$ cat src/rtl/dtag_pkg.sv
// Shared types and widths for the dcache tag RAM arbiter.
// Requester encoding and per-requester write-operand bundle.
package dtag_pkg;

    localparam int IDX_W = 8;
    localparam int TAG_W = 21;
    localparam int THR_W = 2;
    localparam int AGE_W = 3;

    typedef enum logic [2:0] {
        REQ_L2   = 3'd0,
        REQ_MEM  = 3'd1,
        REQ_DCW  = 3'd2,
        REQ_DCR  = 3'd3,
        REQ_NONE = 3'd4
    } req_sel_e;

    typedef struct packed {
        logic [IDX_W-1:0] index;
        logic [TAG_W-1:0] tag;
        logic [THR_W-1:0] thread;
        logic             way;
        logic             dirty;
    } wr_op_t;

    function automatic logic is_write(input req_sel_e sel);
        return (sel == REQ_L2) || (sel == REQ_MEM) || (sel == REQ_DCW);
    endfunction

endpackage

$ cat src/rtl/dtag_prio_enc.sv
// Purpose: 4-way fixed priority pick, l2 > mem > dcw > dcr, or dcw > dcr > l2 > mem when promoted.
// Latency: combinational.
// Backpressure: none; losers simply see no selection.
module dtag_prio_enc
    import dtag_pkg::*;
(
    input  logic [3:0] req,
    input  logic       promote,
    output req_sel_e   sel
);

    // req bit order: [0]=l2 [1]=mem [2]=dcw [3]=dcr
    always_comb begin
        sel = REQ_NONE;
        if (promote && req[2])
            sel = REQ_DCW;
        else if (promote && req[3])
            sel = REQ_DCR;
        else if (req[0])
            sel = REQ_L2;
        else if (req[1])
            sel = REQ_MEM;
        else if (req[2])
            sel = REQ_DCW;
        else if (req[3])
            sel = REQ_DCR;
    end

endmodule

$ cat src/rtl/dtag_arbiter.sv
// Purpose: single-port dcache tag RAM arbiter; DTAG_AGING_EN adds dcache anti-starvation aging.
// Latency: grant and RAM strobes same cycle; rd_valid one cycle after a dcr grant.
// Backpressure: requester holds req/operands until gnt; dropping req withdraws it.
module dtag_arbiter
    import dtag_pkg::*;
#(
    parameter int AGE_MAX = 4
) (
    input  logic             clk,
    input  logic             rst,

    input  logic             l2_req,
    input  logic             mem_req,
    input  logic             dcw_req,
    input  logic             dcr_req,

    input  logic [IDX_W-1:0] l2_index,
    input  logic [IDX_W-1:0] mem_index,
    input  logic [IDX_W-1:0] dcw_index,
    input  logic [IDX_W-1:0] dcr_index,

    input  logic [TAG_W-1:0] l2_tag,
    input  logic [TAG_W-1:0] mem_tag,
    input  logic [TAG_W-1:0] dcw_tag,

    input  logic [THR_W-1:0] l2_thread,
    input  logic [THR_W-1:0] mem_thread,
    input  logic [THR_W-1:0] dcw_thread,

    input  logic             l2_way,
    input  logic             mem_way,
    input  logic             dcw_way,

    output logic             l2_gnt,
    output logic             mem_gnt,
    output logic             dcw_gnt,
    output logic             dcr_gnt,

    output logic [IDX_W-1:0] ram_index,
    output logic [TAG_W-1:0] ram_tag_wd,
    output logic [THR_W-1:0] ram_thread_wd,
    output logic             ram_dirty_wd,
    output logic             ram_block0_we,
    output logic             ram_block1_we,
    output logic             ram_block0_re,
    output logic             ram_block1_re,

    output logic             rd_valid,
    output logic [IDX_W-1:0] rd_index
);

    localparam logic [AGE_W-1:0] AGE_LIM = AGE_W'(AGE_MAX);

    logic [3:0] req_vec;
    logic       promote;
    req_sel_e   sel;
    wr_op_t     l2_op;
    wr_op_t     mem_op;
    wr_op_t     dcw_op;
    wr_op_t     wop;
    logic       wr_en;
    logic       rd_en;

    // Reset masks all requests so nothing is granted while rst is high.
    assign req_vec = {dcr_req, dcw_req, mem_req, l2_req} & {4{~rst}};

    dtag_prio_enc u_prio_enc (
        .req     (req_vec),
        .promote (promote),
        .sel     (sel)
    );

`ifdef DTAG_AGING_EN
    logic [AGE_W-1:0] age;
    logic             dc_pending;
    logic             dc_granted;

    assign dc_pending = dcw_req | dcr_req;
    assign dc_granted = (sel == REQ_DCW) | (sel == REQ_DCR);

    always_ff @(posedge clk) begin
        if (rst)
            age <= '0;
        else if (dc_granted || !dc_pending)
            age <= '0;
        else if (age != AGE_LIM)
            age <= age + 1'b1;
    end

    assign promote = (age == AGE_LIM);
`else
    logic unused_age_cfg;
    assign unused_age_cfg = ^AGE_LIM;
    assign promote        = 1'b0;
`endif

    assign l2_op  = '{index: l2_index,  tag: l2_tag,  thread: l2_thread,  way: l2_way,  dirty: 1'b0};
    assign mem_op = '{index: mem_index, tag: mem_tag, thread: mem_thread, way: mem_way, dirty: 1'b0};
    assign dcw_op = '{index: dcw_index, tag: dcw_tag, thread: dcw_thread, way: dcw_way, dirty: 1'b1};

    always_comb begin
        wop   = '0;
        rd_en = 1'b0;
        unique case (sel)
            REQ_L2:  wop   = l2_op;
            REQ_MEM: wop   = mem_op;
            REQ_DCW: wop   = dcw_op;
            REQ_DCR: rd_en = 1'b1;
            default: wop   = '0;
        endcase
    end

    assign wr_en = is_write(sel);

    assign l2_gnt  = (sel == REQ_L2);
    assign mem_gnt = (sel == REQ_MEM);
    assign dcw_gnt = (sel == REQ_DCW);
    assign dcr_gnt = rd_en;

    // Idle cycles present the dcr address so a lookup index is always on the bus.
    assign ram_index     = rst ? '0 : (wr_en ? wop.index : dcr_index);
    assign ram_tag_wd    = wop.tag;
    assign ram_thread_wd = wop.thread;
    assign ram_dirty_wd  = wop.dirty;
    assign ram_block0_we = wr_en & ~wop.way;
    assign ram_block1_we = wr_en &  wop.way;
    assign ram_block0_re = rd_en;
    assign ram_block1_re = rd_en;

    always_ff @(posedge clk) begin
        if (rst) begin
            rd_valid <= 1'b0;
            rd_index <= '0;
        end else begin
            rd_valid <= rd_en;
            if (rd_en)
                rd_index <= dcr_index;
        end
    end

endmodule

$ cat config.mk
export PLATFORM = sky130hd
export DESIGN_NAME = dtag_arbiter
export DESIGN_NICKNAME = d
export VERILOG_FILES = /design/src/rtl/dtag_pkg.sv /design/src/rtl/dtag_prio_enc.sv /design/src/rtl/dtag_arbiter.sv
export SDC_FILE = /design/constraint.sdc
export NUM_CORES = 1
export LEC_CHECK = 0
export ABC_AREA = 0
export BUFFER_PORTS_ARGS = -buffer_cell sky130_fd_sc_hd__buf_4
export CAP_MARGIN = 20
export CORE_UTILIZATION = 31
export CTS_CLUSTER_DIAMETER = 100
export CTS_CLUSTER_SIZE = 8
export DETAILED_ROUTE_END_ITERATION = 16
export PLACE_DENSITY = 0.79
export SLEW_MARGIN = 20
export SYNTH_ARGS = -nofsm -noshare
export SYNTH_HDL_FRONTEND = slang
export SYNTH_HIERARCHICAL = 1
export SYNTH_SLANG_ARGS = --single-unit
$ cat constraint.sdc
create_clock -name clk -period 1.51 [get_ports clk]
set_input_delay 0 -clock clk [delete_from_list [all_inputs] [get_ports clk]]
set_output_delay 0 -clock clk [all_outputs]
set_load 0.005 [all_outputs]
==> results of run 1 <==
==> per-layer routing <==
| layer | up-vias | routed length (um) | share of wire |
|---|---|---|---|
| met3 | 16 | 402 | 0.065 |
| met4 | 0 | 144 | 0.023 |
| met1 | 944 | 2320 | 0.37 |
| li1 | 1016 | - | - |
| met2 | 87 | 3320 | 0.54 |
| met5 | - | 0 | 0 |
==> power groups by stage <==
stage | Sequential (mW) | Clock, mW | Combinational, mW
3_5_place_dp | 0.254 | 0 | 0.930
5_1_grt | 0.250 | 0.312 | 1.22
4_1_cts | 0.250 | 0.291 | 0.972
6_report | 0.249 | 0.281 | 1.14
2_1_floorplan | 0.255 | 0 | 0.442
3_3_place_gp | 0.254 | 0 | 0.915
==> area by class of cell <==
class	instances	area, um2	area share
repair buffers	184	1550	0.497
multi-input cells	165	1240	0.400
flip-flops and latches	9	180	0.0579
well taps	50	62.6	0.0201
clock buffers	4	45.0	0.0145
inverters	8	33.8	0.0108
==> per-stage QoR <==
| stage | worst slack, ns | power (mW) | std cells | util | area [um2] |
|---|---|---|---|---|---|
| after global routing | -0.151 | 1.78 | 420 | 0.752 | 3110 |
| after global placement | -0.0942 | 1.17 | 406 | 0.649 | 2690 |
| final | -0.0579 | 1.67 | 420 | 0.752 | 3110 |
| after floorplan | 0.00369 | 0.696 | 201 | - | 1420 |
| after detailed placement | -0.130 | 1.18 | 406 | 0.649 | 2690 |
| after CTS | -0.0359 | 1.51 | 412 | 0.678 | 2810 |
==> how the worst min path moves through the flow <==
stage	cells after the start	slack (ns)	endpoint
CTS	3	0.01	rd_index[6]
detailed placement	3	0.25	rd_index[6]
floorplan	2	0.10	ram_tag_wd[0]
global placement	3	0.24	rd_index[5]
global route	3	0.03	rd_index[4]
finish	3	0.02	rd_index[6]
==> repair_timing <==
| item | CTS | global route |
|---|---|---|
| pin swaps | 5 | 13 |
| resized for setup | 15 | 43 |
| endpoints found under the setup margin | 32 | 33 |
| setup buffers | 2 | 4 |
| hold buffers | 0 | 0 |
| gates cloned | 0 | 4 |
==> sequential cells by signal, indices dropped and copies added (netlist names) <==
name      count
rd_index      8
rd_valid      1
==> layout by cell type, fill, tap and decap left out, types with 2 or more instances in the layout <==
cell type and count:
nor2_1 21, a21oi_1 20, mux2_2 17, conb_1 3
inv_2 2, a21oi_2 2, buf_12 7, mux2i_1 8
nor3_2 3, inv_1 5, buf_4 168, clkbuf_16 3
mux2_4 15, nor2b_4 2, dfxtp_1 9, o22ai_2 8
nor2_2 2, clkbuf_8 3, nand2_2 5, buf_6 5
nand2_1 39, nor3_1 5
==> cell families after synthesis <==
| logic type | Yosys count | synth area share |
|---|---|---|
| buffers and inverters | 27 | 0.134 |
| AO/OA/AOI/OAI | 38 | 0.164 |
| flip-flops | 9 | 0.129 |
| multiplexers | 40 | 0.317 |
| AND/OR/NAND/NOR | 84 | 0.254 |
| other | 1 | 0.00270 |
==> worst reg2reg max path: cells and delay by family, from the launching register on <==
family / cells / cell delay, ns
DFF: 1 / 0.31
muxes: 1 / 0.15
and+or+nand+nor: 1 / 0.05
==> impl_metrics.ini, run 1 <==
[clock_tree]
clkLatencyLatePin_ns = 0.23
clkTransAtPathRegs_ns = 0.05
cts-buffers-inserted = 3
cts_max_level = 1
cts.sinks = 9
clockBufferDepth = 2
cts_tree = yes
clockRootBuffer = clkbuf_8

[power]
p_clk_frac = 0.168
vdd_drop_max_mv = 0.336
power_switching_mw = 0.533
leakage_nw = 1.64
combPwrFrac = 0.682
power_density_mw_per_mm2 = 536
swShare = 0.319
intPower_mw = 1.14
seqPwrFrac = 0.149

[logic_synthesis]
syn_avg_cell_area_um2 = 6.99
ys_warn_count = 6
ys_seq_area_frac = 0.129
ys.flop_type = dfxtp_1
synth.top_cell.area_share = 0.259
synth_top_cells_by_count = 44 x nand2_1, 32 x mux2_2, 23 x nor2_1
syn_inst = 199
synth.most_common_cell = nand2_1
synth_cell_types = 29
synth_largest_area_cell = mux2_2
ys_seq_elements = 9
netlist_top_cells_area = mux2_2 26%, dfxtp_1 13%, nand2_1 12%
async_flop_share = 0
synth_edf_count = 0
syn_area_mm2 = 0.00139

[timing]
setup-tns-final_ns = -0.658
fin_worst_hold_slack_ns = 0.0212
maxSlewViolCount = 0
finClkSkew_ns = 0
hold_viol = 0
fin_crit_sh = 1.04
setup-violations-final = 22
rsz0062_at_grt = yes
timing.fmax_mhz = 638
fin_crit_ns = 1.57
worst_slack_ns = -0.0579

[floorplanning]
io_pins = 159
core-area_mm2 = 0.00414
fp.dieH_um = 69.0
die_x_um = 69.0
fp-row-count = 23
start_util = 0.336
dieArea_mm2 = 0.00476

[route]
post_drt_wl_per_cell_um = 14.7
vias = 2063
drtIter0Drc = 67
dr.pass1.iters = 4
drtAntennaViolNets = 0
drt_wl_total_um = 6180
drc = 0
routed_via_density = 4.91

[setup_path]
required_ns = 1.51
start_kind = primary input
worstReg2RegEnd = rd_index[7]
critPathSlowestCell = o22a_1
crit_fanout = 8
r2r_setup_slack_ns = 0.89
endpoint_kind = output port
path_common_cell = buf_4
max_stage_delay_ns = 0.24
cp-endpoint = ram_index[7]
arrival_ns = 1.57
rr_startpoint = rd_index[7]
worstSetupStartpoint = dcr_req
criticalPathCategory = in -> out
ff2ff_path_depth = 2
crit_family = buffers and inverters
path_cells = buf_4 > nor2b_2 > buf_4 > o22a_1 > buf_6 > a21oi_4 > buf_12 > o22ai_2 > nor3_1 > buf_4
crit_buf_inv = 5
cp.depth = 10

[global_route]
grt_busiest_layer = met2
grt_pass1_wl_um = 7730
groute.usage.overall = 0.215
grt_use_met2 = 0.427
antenna_found_initial = 0
grt_max_degree = 23
grt_pass1_vias = 1849
gr-usage-met1 = 0.218
met3_usage = 0.0493
grt_overflow = 0

[placement]
portBuffers = 158
hpwlAfterDp_um = 4520
routabilityCongestion = 0.868

[layout]
nFillCells = 310
area_growth_pct = 124
antenna_cells = 0
drive_above_1_share = 0.686
finalNetCount = 481

[run]
max-cap-violations = 0

[hold_path]
hp-class = in -> reg
hp-start = dcr_index[6]

[outcome]
violations = setup timing
status = finished with violations
(Power assumes the default switching activity.)
==> run 2, diff against run 1 <==
- CORE_UTILIZATION: 31 -> 34
- PLACE_DENSITY: 0.79 -> not set
- PLACE_DENSITY_LB_ADDON: not set -> 0.1
- clock period: 1.51 -> 1.63 ns (I/O delays scaled with it)
==> impl_metrics.ini, run 2 (synthesized netlist as in run 1, its figures left out) <==
[power]
combPwrFrac = 0.658
seqPwrFrac = 0.160
intPower_mw = 0.992
p_clk_frac = 0.182
leakage_nw = 1.56
power_density_mw_per_mm2 = 493
swShare = 0.315
vdd_drop_max_mv = 0.273
power_switching_mw = 0.456
p_total_mw = 1.45

[layout]
largest_reg_flops = 8
multi_input_area_mm2 = 0.00113
finalNetCount = 480
top_regs = rd_index x8, rd_valid x1
nFillCells = 297
stdcell_area_mm2 = 0.00294
top_register = rd_index
final_util = 0.773
antenna_cells = 0
drive_above_1_share = 0.637
layout_common_cells = 171 x buf_4, 44 x nand2_1, 30 x mux2_2, 23 x nor2_1, 22 x a21oi_1
area_growth_pct = 111
final_common_cell = buf_4
seqCellArea_um2 = 180
final_cells = 417

[route]
drt_wl_total_um = 5600
drc = 0
drtAntennaViolNets = 0
post_drt_wl_per_cell_um = 13.4
drtIter0Drc = 69
routed_via_density = 4.97
vias = 2074
dr.pass1.iters = 4

[global_route]
grt_pass1_vias = 2001
grt_max_degree = 26
grt_pass1_wl_um = 8310
grt_overflow = 0
antenna_found_initial = 0
groute.usage.overall = 0.240

[floorplanning]
die_x_um = 66.0
fp.dieH_um = 66.0
core-area_mm2 = 0.00380
start_util = 0.366
fp-row-count = 22
dieArea_mm2 = 0.00435
io_pins = 159

[clock_tree]
cts.sinks = 9
clockRootBuffer = clkbuf_8
clkTransAtPathRegs_ns = 0.05
clockBufferDepth = 2
cts-buffers-inserted = 3
clkLatencyLatePin_ns = 0.23
cts_max_level = 1
cts_tree = yes

[hold_path]
hp-start = dcr_index[5]
hp-class = in -> reg
hold_depth = 3
min_to = rd_index[5]

[run]
max-cap-violations = 0

[setup_path]
worstReg2RegEnd = rd_index[0]
rr_startpoint = rd_index[0]
required_ns = 1.63
endpoint_kind = output port
r2r_setup_slack_ns = 1.01
path_common_cell = buf_12
criticalPathCategory = in -> out
max_stage_delay_ns = 0.35
crit_fanout = 7
arrival_ns = 1.61
path_cells = buf_12 > nor2b_4 > inv_2 > a211o_1 > o21ai_4 > buf_12 > mux2_2 > a2bb2oi_1 > nor2_1 > buf_4
start_kind = primary input
ff2ff_path_depth = 2
critPathSlowestCell = mux2_2

[placement]
hpwlAfterDp_um = 4380
routabilityCongestion = 0.835
placed_cells = 405
portBuffers = 158
placed_area_mm2 = 0.00268

[timing]
rsz0062_at_grt = yes
fin_crit_ns = 1.61
maxSlewViolCount = 0
timing.fmax_mhz = 621
fin_crit_sh = 0.989
setup-violations-final = 0
hold_viol = 0
finClkSkew_ns = 0
fin_worst_hold_slack_ns = 0.0150

[outcome]
status = finished, final reports clean
==> run 2: critical path: cells and delay by family <==
kind	cells	cell delay [ns]
and+or+nand+nor	2	0.24
buffers and inverters	4	0.44
AOI/OAI and AO/OA	3	0.57
muxes	1	0.35
==> run 2: how the worst max path moves through the flow <==
| stage | startpoint | to | slack (ns) | cells after the start |
|---|---|---|---|---|
| CTS | rst | ram_index[3] | 0.01 | 10 |
| floorplan | rst | rd_index[0] | 0.02 | 11 |
| detailed placement | rst | ram_index[4] | -0.09 | 10 |
| finish | rst | ram_block0_we | 0.02 | 10 |
| global route | rst | ram_block0_we | -0.05 | 10 |
| global placement | rst | ram_index[7] | -0.02 | 10 |
==> run 2: what timing repair did <==
item	4_1_cts	5_1_grt
gates resized for setup	5	25
pin swaps	0	7
hold buffers	0	0
buffers inserted	3	4
setup endpoints to repair	8	30
cloned	0	1
==> run 2: power groups by stage <==
stage / combinational (mW) / clock [mW] / sequential (mW)
final: 0.953 / 0.264 / 0.231
after global routing: 1.03 / 0.278 / 0.232
after CTS: 0.887 / 0.264 / 0.232
after detailed placement: 0.861 / 0 / 0.235
after global placement: 0.851 / 0 / 0.235
after floorplan: 0.404 / 0 / 0.236
==> run 2: per-stage QoR <==
step	setup TNS [ns]	setup WS [ns]
floorplan	0	0.0156
CTS	0	0.00955
global placement	-0.0510	-0.0152
global route	-0.126	-0.0515
detailed placement	-0.491	-0.0875
finish	0	0.0184
==> run 2: final cells by class <==
cell class | instances | share of cell area
timing repair buffer | 183 | 0.509
multi-input combinational | 165 | 0.384
sequential | 9 | 0.0613
tap | 48 | 0.0204
clock buffer | 4 | 0.0153
inverter | 8 | 0.0102
==> run 2: metal layers <==
layer | routed length, um | vias up | GRT usage
met2 | 2900 | 102 | 0.450
li1 | - | 1011 | -
met1 | 2050 | 942 | 0.259
met3 | 463 | 19 | 0.0379
met4 | 192 | 0 | 0.106
met5 | 0 | - | 0
